### src/rtl/gpio_pkg.sv
// Shared definitions for the GPIO peripheral: bus word type and register map.
package gpio_pkg;

    localparam int unsigned ADDR_W = 5;
    localparam int unsigned DATA_W = 32;

    typedef logic [DATA_W-1:0] word_t;

    localparam logic [ADDR_W-1:0] GPIO_DATA_IN_OFS  = 5'h00;
    localparam logic [ADDR_W-1:0] GPIO_DATA_OUT_OFS = 5'h04;
    localparam logic [ADDR_W-1:0] GPIO_IRQ_EN_OFS   = 5'h08;
    localparam logic [ADDR_W-1:0] GPIO_EDGE_SEL_OFS = 5'h0C;
    localparam logic [ADDR_W-1:0] GPIO_IRQ_PEND_OFS = 5'h10;

    // Byte address to word-aligned register offset (low two bits are don't-care).
    function automatic logic [ADDR_W-1:0] word_ofs(input logic [ADDR_W-1:0] addr);
        return {addr[ADDR_W-1:2], 2'b00};
    endfunction

endpackage

### src/rtl/gpio_debounce.sv
// One GPIO input channel: multi-flop synchroniser, debounce counter, accepted level
// and single-cycle rise/fall pulses coincident with the edge that updates the level.
module gpio_debounce
    import gpio_pkg::*;
#(
    parameter int unsigned SYNC_STAGES     = 2,
    parameter int unsigned DEBOUNCE_CYCLES = 4
) (
    input  logic clk_sys_i,
    input  logic rst_i,
    input  logic pin_i,
    output logic stable_o,
    output logic rise_c_o,
    output logic fall_c_o
);

    localparam int unsigned CNT_W = $clog2(DEBOUNCE_CYCLES + 1);
    localparam logic [CNT_W-1:0] CNT_LAST = CNT_W'(DEBOUNCE_CYCLES - 1);

    logic [SYNC_STAGES-1:0] sync_q, sync_d;
    logic [CNT_W-1:0]       cnt_q, cnt_d;
    logic                   stable_q, stable_d;
    logic                   sync_c;
    logic                   accept_c;

    assign sync_d = {sync_q[SYNC_STAGES-2:0], pin_i};
    assign sync_c = sync_q[SYNC_STAGES-1];

    // A new level is accepted only after it has differed from stable for DEBOUNCE_CYCLES cycles.
    always_comb begin
        cnt_d    = cnt_q;
        stable_d = stable_q;
        accept_c = 1'b0;
        if (sync_c == stable_q) begin
            cnt_d = '0;
        end else if (cnt_q == CNT_LAST) begin
            stable_d = sync_c;
            cnt_d    = '0;
            accept_c = 1'b1;
        end else begin
            cnt_d = cnt_q + CNT_W'(1);
        end
    end

    always_ff @(posedge clk_sys_i) begin
        if (rst_i) begin
            sync_q   <= '0;
            cnt_q    <= '0;
            stable_q <= 1'b0;
        end else begin
            sync_q   <= sync_d;
            cnt_q    <= cnt_d;
            stable_q <= stable_d;
        end
    end

    assign stable_o = stable_q;
    assign rise_c_o = accept_c & sync_c;
    assign fall_c_o = accept_c & ~sync_c;

endmodule

### src/rtl/gpio_ctrl.sv
// Parametrised GPIO peripheral: debounced inputs, registered outputs, edge-selectable
// per-channel interrupts, single-cycle req/ack register interface.
module gpio_ctrl
    import gpio_pkg::*;
#(
    parameter int unsigned NUM_GPIO        = 4,
    parameter int unsigned DEBOUNCE_CYCLES = 4,
    parameter int unsigned SYNC_STAGES     = 2
) (
    input  logic                clk_sys_i,
    input  logic                rst_i,
    input  logic [NUM_GPIO-1:0] gpio_i,
    output logic [NUM_GPIO-1:0] gpio_o,
    input  logic                req_i,
    input  logic                we_i,
    input  logic [ADDR_W-1:0]   addr_i,
    input  logic [DATA_W-1:0]   wdata_i,
    output logic [DATA_W-1:0]   rdata_o,
    output logic                ack_o,
    output logic                irq_o
);

    logic [NUM_GPIO-1:0] stable_c, rise_c, fall_c, set_c, clr_c;
    logic [NUM_GPIO-1:0] data_out_q, data_out_d;
    logic [NUM_GPIO-1:0] irq_en_q, irq_en_d;
    logic [NUM_GPIO-1:0] edge_sel_q, edge_sel_d;
    logic [NUM_GPIO-1:0] irq_pend_q, irq_pend_d;
    logic [NUM_GPIO-1:0] wdata_c;
    logic [ADDR_W-1:0]   ofs_c;
    word_t               rdata_q, rdata_d;
    logic                ack_q, ack_d;
    logic                unused_c;

    for (genvar i = 0; i < NUM_GPIO; i++) begin : g_ch
        gpio_debounce #(
            .SYNC_STAGES    (SYNC_STAGES),
            .DEBOUNCE_CYCLES(DEBOUNCE_CYCLES)
        ) u_debounce (
            .clk_sys_i(clk_sys_i),
            .rst_i    (rst_i),
            .pin_i    (gpio_i[i]),
            .stable_o (stable_c[i]),
            .rise_c_o (rise_c[i]),
            .fall_c_o (fall_c[i])
        );
    end

    assign ofs_c    = word_ofs(addr_i);
    assign wdata_c  = wdata_i[NUM_GPIO-1:0];
    assign unused_c = ^{addr_i[1:0], wdata_i};
    assign set_c    = (~edge_sel_q & rise_c) | (edge_sel_q & fall_c);

    // Register writes, W1C and read mux; reads capture state before this edge's updates.
    always_comb begin
        data_out_d = data_out_q;
        irq_en_d   = irq_en_q;
        edge_sel_d = edge_sel_q;
        clr_c      = '0;
        rdata_d    = '0;
        ack_d      = req_i;
        if (req_i && we_i) begin
            unique case (ofs_c)
                GPIO_DATA_OUT_OFS: data_out_d = wdata_c;
                GPIO_IRQ_EN_OFS:   irq_en_d   = wdata_c;
                GPIO_EDGE_SEL_OFS: edge_sel_d = wdata_c;
                GPIO_IRQ_PEND_OFS: clr_c      = wdata_c;
                default: ;
            endcase
        end
        if (req_i && !we_i) begin
            unique case (ofs_c)
                GPIO_DATA_IN_OFS:  rdata_d = DATA_W'(stable_c);
                GPIO_DATA_OUT_OFS: rdata_d = DATA_W'(data_out_q);
                GPIO_IRQ_EN_OFS:   rdata_d = DATA_W'(irq_en_q);
                GPIO_EDGE_SEL_OFS: rdata_d = DATA_W'(edge_sel_q);
                GPIO_IRQ_PEND_OFS: rdata_d = DATA_W'(irq_pend_q);
                default:           rdata_d = '0;
            endcase
        end
        // A fresh edge wins over a simultaneous clear of the same bit.
        irq_pend_d = (irq_pend_q & ~clr_c) | set_c;
    end

    always_ff @(posedge clk_sys_i) begin
        if (rst_i) begin
            data_out_q <= '0;
            irq_en_q   <= '0;
            edge_sel_q <= '0;
            irq_pend_q <= '0;
            rdata_q    <= '0;
            ack_q      <= 1'b0;
        end else begin
            data_out_q <= data_out_d;
            irq_en_q   <= irq_en_d;
            edge_sel_q <= edge_sel_d;
            irq_pend_q <= irq_pend_d;
            rdata_q    <= rdata_d;
            ack_q      <= ack_d;
        end
    end

    assign gpio_o  = data_out_q;
    assign rdata_o = rdata_q;
    assign ack_o   = ack_q;
    assign irq_o   = |(irq_pend_q & irq_en_q);

endmodule
### config.mk
export PLATFORM = sky130hd
export DESIGN_NAME = gpio_ctrl
export DESIGN_NICKNAME = d
export VERILOG_FILES = /design/src/rtl/gpio_pkg.sv /design/src/rtl/gpio_debounce.sv /design/src/rtl/gpio_ctrl.sv
export SDC_FILE = /design/constraint.sdc
export NUM_CORES = 1
export LEC_CHECK = 0
export CAP_MARGIN = 20
export CORE_MARGIN = 2
export CORE_UTILIZATION = 46
export CTS_BUF_LIST = sky130_fd_sc_hd__clkbuf_8
export CTS_CLUSTER_DIAMETER = 60
export CTS_CLUSTER_SIZE = 25
export DETAILED_ROUTE_END_ITERATION = 8
export HOLD_SLACK_MARGIN = 0.1
export PLACE_DENSITY_LB_ADDON = 0.25
export SLEW_MARGIN = 20
export SYNTH_ARGS = -nofsm -noshare
export SYNTH_HDL_FRONTEND = slang
export SYNTH_HIERARCHICAL = 1
export SYNTH_SLANG_ARGS = --single-unit
### constraint.sdc
create_clock -name clk_sys_i -period 1.6 [get_ports clk_sys_i]
set_input_delay 0.32 -clock clk_sys_i [delete_from_list [all_inputs] [get_ports clk_sys_i]]
set_output_delay 0.32 -clock clk_sys_i [all_outputs]
set_load 0.1 [all_outputs]
Word-level counts from Yosys, hierarchy flattened. Cells that the tools add are included.

Reductions and logical operators: 17. Bitwise operators: 25. Muxes and demuxes: 11. Equal/unequal tests: 12. $add $sub $neg: 4.

Operator list (count): $pmux W4 S5 (1); $eq A3 B2 Y1 const B (6); $and A4 B4 Y4 (4); $reduce_and A2 Y1 (7); $add A3 B1 Y3 const B (4); $reduce_or A3 Y1 (4); $not A1 Y1 (9); $and A1 B1 Y1 (8); $mux W1 (8); $mux W4 (2); $not A4 Y4 (2); $or A4 B4 Y4 (2); $logic_not A5 Y1 (1); $eq A1 B1 Y1 (4); $reduce_or A4 Y1 (1); $eq A3 B1 Y1 const B (1); $eq A3 B3 Y1 const B (1); $logic_and A1 B1 Y1 (2); $reduce_or A2 Y1 (1); $logic_not A1 Y1 (1).

Logic and storage cells: 87. Output and inout port bits: 38. Input port bits: 45. Flip-flop bits (word level): 73.

Longest topological paths before layout. Gate-level depths: netlist of the first run.

Depth after elaboration: 7. Mapped depth: 6. Gate-level depth less buffers: 6.

Hierarchy. The synthesis of the first run kept the hierarchy.

By module, submodules not included: gpio_ctrl (instances 1, cells each 156, seq. area each 420.4 µm², area an instance 1315.0 µm²); gpio_debounce (instances 4, cells each 20, seq. area each 120.1 µm², area an instance 226.5 µm²).

Worst setup path before layout of the first run. Ideal clock, no wire load.

Path kind: register to register. Start: register data_out_q[1] (netlist: gpio_o[1]). End: register rdata_q[1] (netlist: rdata_o[1]). Stages on the path, launching flop included: 4. Path buffers: 0. Setup slack: 177 ps. Data required time: 1542 ps. Clock period less this slack: 1423 ps. Arrival time: 1365 ps. Setup time: 58 ps. Cell sequence: dfxtp_1 -> mux2i_1 -> o21ai_0 -> o21a_1.

Longest elaborated chain between the ends: 1.

RTL lines: from (decl) (line gpio_ctrl.sv:24) `logic [NUM_GPIO-1:0] data_out_q, data_out_d;`; from (signal assigned) (line gpio_ctrl.sv:93) `data_out_q <= data_out_d;`; $pmux W4 S5 (line gpio_ctrl.sv:71) `unique case (ofs_c)`; to (signal assigned) (line gpio_ctrl.sv:97) `rdata_q <= rdata_d;`; to (decl) (line gpio_ctrl.sv:30) `word_t rdata_q, rdata_d;`.

No other way between the ends. A chain may end at the register's enable or synchronous reset.

Worst setup path after layout of the first run.
Start: register irq_pend_q[1]. End: output irq_o.

Longest elaborated chain between the ends: 2.

RTL lines: from (decl) (line gpio_ctrl.sv:27) `logic [NUM_GPIO-1:0] irq_pend_q, irq_pend_d;`; from (signal assigned) (line gpio_ctrl.sv:96) `irq_pend_q <= irq_pend_d;`; $and A4 B4 Y4 (line gpio_ctrl.sv:105) `assign irq_o = |(irq_pend_q & irq_en_q);`; $reduce_or A4 Y1 (line gpio_ctrl.sv:105); to (decl) (line gpio_ctrl.sv:20) `output logic irq_o`.

No other way between the ends.

==> results of run 1 <==
## per-stage QoR
| step | cells | setup slack [ps] | util | area, µm² | total power [mW] |
|---|---|---|---|---|---|
| final | 321 | 93.7 | 0.568 | 2660 | 2.36 |
| after detailed placement | 313 | -56.0 | 0.547 | 2570 | 1.66 |
| after global routing | 321 | 52.2 | 0.568 | 2660 | 2.46 |
| after global placement | 313 | -54.9 | 0.547 | 2570 | 1.65 |
| after floorplan | 263 | 177 | - | 2320 | 1.61 |
| after CTS | 321 | 74.2 | 0.568 | 2660 | 2.39 |
## path summary, 6_finish.rpt
| path | startpoint | end | cells past startpoint |
|---|---|---|---|
| worst max-delay path | irq_pend_q[1]$_SDFF_PP0_ | irq_o | 3 |
| worst max register to register | g_ch[1].u_debounce/cnt_q[0]$_SDFF_PP0_ | irq_pend_q[1]$_SDFF_PP0_ | 5 |
| worst min register to register | g_ch[1].u_debounce/cnt_q[0]$_SDFF_PP0_ | g_ch[1].u_debounce/cnt_q[0]$_SDFF_PP0_ | 1 |
| worst min-delay path | g_ch[1].u_debounce/cnt_q[0]$_SDFF_PP0_ | g_ch[1].u_debounce/cnt_q[0]$_SDFF_PP0_ | 1 |
## registers in the layout (all words and copies together), names as in the netlist
signal                    count
g_ch.u_debounce/cnt_q        12
g_ch.u_debounce/sync_q        8
edge_sel_q                    4
g_ch.u_debounce/stable_o      4
gpio_o                        4
irq_en_q                      4
irq_pend_q                    4
rdata_o                       4
ack_o                         1
## Yosys cell counts, drive strengths merged
cell,instances
nand4b,2
dfxtp,45
nand4,4
a22oi,2
o21a,1
mux2i,8
nor3b,3
and2b,1
o31a,3
buf,36
inv,4
conb,1
a21oi,24
nand2b,11
nor4b,4
and3b,6
nor2,7
nand3,8
nand3b,9
nand2,6
nor4,8
xnor2,4
clkbuf,2
nor2b,10
o21ai,18
or2,1
ha,8
## report_power, final
group	switching, mW	internal [mW]
Combinational	0.389	0.0961
Clock	0.377	0.350
Sequential	0.0104	1.14
## worst max-delay path, cell delays in order, from the launching register on
cell	delay [ps]
dfxtp_1	340
a22oi_1	220
nand2_1	140
buf_12	190
## per-layer routing
layer / vias up / wire (µm) / global-route usage
met3: 4 / 200 / 0.0412
met4: 0 / 34 / 0.0566
met2: 44 / 1880 / 0.257
met5: - / 0 / 0
li1: 836 / - / -
met1: 755 / 1930 / 0.214
## cells by family (layout without fill, tap and decap cells)
logic type      Yosys count  count (layout)  synth area share
compound gates           48              48             0.117
xor+xnor                  4               4            0.0158
fa+ha+maj                 8               8            0.0451
buf+inv                  42              46             0.131
flops                    45              45             0.406
mux                       8               8            0.0361
other cells               1              28           0.00169
simple gates             80              80             0.248
## cell type report
type / count / area share
Timing Repair Buffer: 34 / 0.170
Sequential cell: 45 / 0.338
Inverter: 4 / 0.00564
Multi-Input combinational cell: 176 / 0.425
Clock buffer: 6 / 0.0310
Tap cell: 54 / 0.0254
Clock inverter: 2 / 0.00517
==> impl_metrics.ini, run 1 <==
[outcome]
run_status = complete, no violations

[cells_and_area]
fill_cells = 430
multi_input_area_um2 = 1130
n_antenna_cell = 0
drive_gt1_frac = 0.150
layout_commonest_cell = dfxtp_1
area_growth_pct = 19.9
final_nets = 319
layout.area.seq_um2 = 901
mostFrequentLayoutCells = dfxtp_1, conb_1, a21oi_1, o21ai_0, clkdlybuf4s50_1

[yosys]
yosysTopAreaCellShare = 0.406
ys_warn_count = 6
syn_inst = 236
ys_top_cells_by_area = dfxtp_1, buf_4, a21oi_1
ys_seq_elements = 45
syn_area_um2 = 2220
post-synth-top-area-cell = dfxtp_1
ys_types = 31
ys_seq_area_frac = 0.406
synth.avg_cell_area_um2 = 9.41

[die]
io_pins = 83
rows = 25
start_util = 0.473
die_x_um = 73.5
dieHeight_um = 73.5
core_um2 = 4690
dieArea_um2 = 5400

[clock_network]
clockBufferDepth = 2
cts-buffers-inserted = 5
cts_tree = built
hold_buffers = 0
clock_latency_ps = 290
clock_sinks = 45
path_clk_slew_ps = 80
root_buffer = clkbuf_8
ctsResizeCount = 0
h-tree-depth = 2
cts_setup_buffers = 0

[setup_path]
rrSetupSlack_ps = 310
worst_ep_arrival_time_ps = 1190
worst-path-max-fanout = 3
start_kind = register
endpoint_kind = output pin
worstSetupPathType = register to output pin
worst_ep_required_time_ps = 1280

[timing]
setup_violations = 0
fin_crit_sh = 0.941
hold_viol_final = 0
setup_tns_ps = 0
period_needed_ps = 1510
final.setup_skew_ps = 10.8
rsz0062_at_grt = no
fmax_ghz = 0.664
slew_viol_final = 0
timing.hold.ws_ps = 436

[global_route]
grt_max_degree = 25
grt_pass1_wl_mm = 6.71
grtUsageTotal = 0.162
overflow = 0
grt_antenna_before_repair = 0
grt_pass1_vias = 1450

[route]
drtAntennaViolNets = 0
routed_wl_mm = 4.04
vias = 1639
drc = 0
viasPerCell = 5.11
wl_per_cell_um = 12.6
dr.pass1.iters = 4
dr.first_iter.drc_count = 75

[power_and_ir_drop]
power_per_cell_area_nw_per_um2 = 886
peakVddDrop_mv = 0.613
power_leakage_nw = 0.995

[placement]
portBuffers = 24
place.gp.congestion = 0.757
hpwl_mm = 2.90

[flow_run]
drv_cap = 0

[min_path]
hold_path.class = register to register
(Power assumes the default switching activity.)
==> run 2: changes to the inputs <==
Settings changed: CORE_UTILIZATION 46 to 45, SYNTH_HIERARCHICAL 1 to default.
==> run 2 against run 1 <==
Net effect: sequential share of layout area grew 0.11 points; non-clock buffer count rose by 4; power grew 5.8%; largest power group unchanged; critical endpoint is now rdata_o[1]$_SDFF_PP0_; register-to-register slack got worse by 40 ps.
==> impl_metrics.ini, run 2 <==
[outcome]
run_status = complete, no violations

[power_and_ir_drop]
power_mw = 2.50
peakVddDrop_mv = 0.487
power_leakage_nw = 1.08
power_per_cell_area_nw_per_um2 = 940

[die]
io_pins = 83
dieArea_um2 = 5400
rows = 25
start_util = 0.463
core_um2 = 4690
die_x_um = 73.5
dieHeight_um = 73.5

[yosys]
yosysTopAreaCellShare = 0.415
synth.most_common_cell = dfxtp_1
ys_seq_elements = 45
synth_top_family_by_area = simple AND/OR/NAND/NOR gates
synth_top_cells_by_count = dfxtp_1, buf_4, nor2_1
synth-simple-area-share = 0.225
synth.avg_cell_area_um2 = 9.40
postSynth.asyncResetShare = 0
syn_inst = 231
synth_ff_type = dfxtp_1
ys_seq_area_frac = 0.415
synthAdderAreaFrac = 0.0461
ys_types = 29
synth-compound-area-share = 0.0783
synth_mux_area_frac = 0.0795
synth_edf_count = 0
ys_top_cells_by_area = dfxtp_1, buf_4, mux2i_1
post-synth-top-area-cell = dfxtp_1
synth_xor_area_frac = 0.0161
syn_area_um2 = 2170
ys_warn_count = 0

[timing]
fmax_ghz = 0.672
slew_viol_final = 0
hold_viol_final = 0
fin_crit_sh = 0.930
rsz0062_at_grt = no
setup_violations = 0
final.setup_skew_ps = 10.9
timing.hold.ws_ps = 419
period_needed_ps = 1490

[placement]
hpwl_mm = 2.86
place_area_um2 = 2540
portBuffers = 24
placedCellCount = 313
place.gp.congestion = 0.818

[clock_network]
cts_setup_buffers = 0
clockBufferDepth = 2
clock_latency_ps = 300
h-tree-depth = 2
ctsResizeCount = 0
clock_sinks = 45
cts_tree = built
path_clk_slew_ps = 80
root_buffer = clkbuf_8
cts-buffers-inserted = 5
hold_buffers = 0

[route]
wl_per_cell_um = 11.9
drc = 0
dr.pass1.iters = 4
viasPerCell = 4.87
drtAntennaViolNets = 0
vias = 1562
dr.first_iter.drc_count = 80
routed_wl_mm = 3.83

[cells_and_area]
largest_reg_flops = 12
drive_gt1_frac = 0.131
design_area_um2 = 2660
n_antenna_cell = 0
final_nets = 319
fin_cells = 321
mostFrequentLayoutCells = dfxtp_1, conb_1, nor2_1, mux2i_1
top_register = g_ch.u_debounce.cnt_q
layout_commonest_cell = dfxtp_1
area_growth_pct = 22.2
top_regs = g_ch.u_debounce.cnt_q (12), g_ch.u_debounce.sync_q (8)

[global_route]
grt_antenna_before_repair = 0
grt_pass1_wl_mm = 6.04
grt_pass1_vias = 1286
grtUsageTotal = 0.148
overflow = 0
grt_max_degree = 14

[setup_path]
r2r-end = g_ch[3].u_debounce.cnt_q[2]$_SDFF_PP0_
reg2reg_depth = 4
worstSetupPathType = primary input to register
cp.depth = 4
crit_slowest_cell = clkdlybuf4s50_1
crit_end = rdata_o[1]$_SDFF_PP0_
worst_ep_arrival_time_ps = 1680
worstSetupStartpoint = addr_i[3]
cpPeakStageDelay_ps = 600
worst-path-max-fanout = 5
start_kind = primary input
path_buf_inv = 1
path_cells = clkdlybuf4s50_1 > mux4_2 > a2bb2oi_1 > nor2b_1
rr_startpoint = g_ch[3].u_debounce.cnt_q[0]$_SDFF_PP0_
endpoint_kind = register
worst_ep_required_time_ps = 1800
rrSetupSlack_ps = 270
cp_top_family = buffers and inverters

[flow_run]
drv_cap = 0

[min_path]
hold_path.class = register to register
run 2: changes by cell type after synthesis, sizes merged, moves of 6 or more:
cell   before  now
inv         4   10
a21oi      24   11
nor4        8    0
mux2i       8   15
nor2        7   19
run 2: cells by family (layout without fill, tap and decap cells):
| kind of cell | Yosys count | in the layout |
|---|---|---|
| flip-flops | 45 | 45 |
| AND/OR/NAND/NOR | 80 | 80 |
| other | 1 | 28 |
| adder cells (fa/ha/maj) | 8 | 8 |
| buffers and inverters | 47 | 56 |
| AO/OA/AOI/OAI | 30 | 30 |
| multiplexers | 16 | 16 |
| XOR/XNOR | 4 | 4 |
run 2: layout make-up:
| class | count | area (µm²) |
|---|---|---|
| inverters | 10 | 37.5 |
| fillers | 424 | 2040 |
| repair buffers | 38 | 458 |
| clock inverters | 2 | 33.8 |
| well taps | 54 | 67.6 |
| multi-input cells | 166 | 1070 |
| flip-flops and latches | 45 | 901 |
| clock buffers | 6 | 82.6 |
run 2: metrics by stage:
| stage | setup WS [ps] | TNS, ps | util |
|---|---|---|---|
| floorplan | 64.7 | 0 | - |
| detailed placement | -209 | -1820 | 0.541 |
| finish | 112 | 0 | 0.566 |
| global placement | -204 | -1750 | 0.541 |
| global route | 59.9 | 0 | 0.566 |
| CTS | 108 | 0 | 0.565 |
run 2: routing by layer:
layer	wire length [µm]	global-route usage	vias up
li1	-	-	796
met1	1720	0.188	716
met2	1840	0.234	46
met3	223	0.0425	4
met4	41	0.0667	0
met5	0	0	-
run 2: where the power goes:
part	internal, mW	leakage [nW]	switching [mW]
sequential	1.14	0.365	0.0112
combinational	0.102	0.649	0.378
clock	0.503	0.0626	0.366
run 2: worst min-delay path by stage:
stage	start	endpoint	slack (ps)	cells past startpoint
2_1_floorplan	g_ch[0].u_debounce.cnt_q[0]$_SDFF_PP0_	g_ch[0].u_debounce.cnt_q[0]$_SDFF_PP0_	400	1
3_3_place_gp	g_ch[0].u_debounce.cnt_q[0]$_SDFF_PP0_	g_ch[0].u_debounce.cnt_q[0]$_SDFF_PP0_	410	1
3_5_place_dp	g_ch[1].u_debounce.cnt_q[0]$_SDFF_PP0_	g_ch[1].u_debounce.cnt_q[0]$_SDFF_PP0_	410	1
4_1_cts	g_ch[1].u_debounce.cnt_q[0]$_SDFF_PP0_	g_ch[1].u_debounce.cnt_q[0]$_SDFF_PP0_	420	1
5_1_grt	g_ch[2].u_debounce.cnt_q[0]$_SDFF_PP0_	g_ch[2].u_debounce.cnt_q[0]$_SDFF_PP0_	440	1
6_report	g_ch[1].u_debounce.cnt_q[0]$_SDFF_PP0_	g_ch[1].u_debounce.cnt_q[0]$_SDFF_PP0_	420	1
==> run 3: changes to the inputs <==
Settings changed: CAP_MARGIN 20 to default.
==> results of run 3 <==
No change in the layout: final DEF, timing and power equal those of run 2.
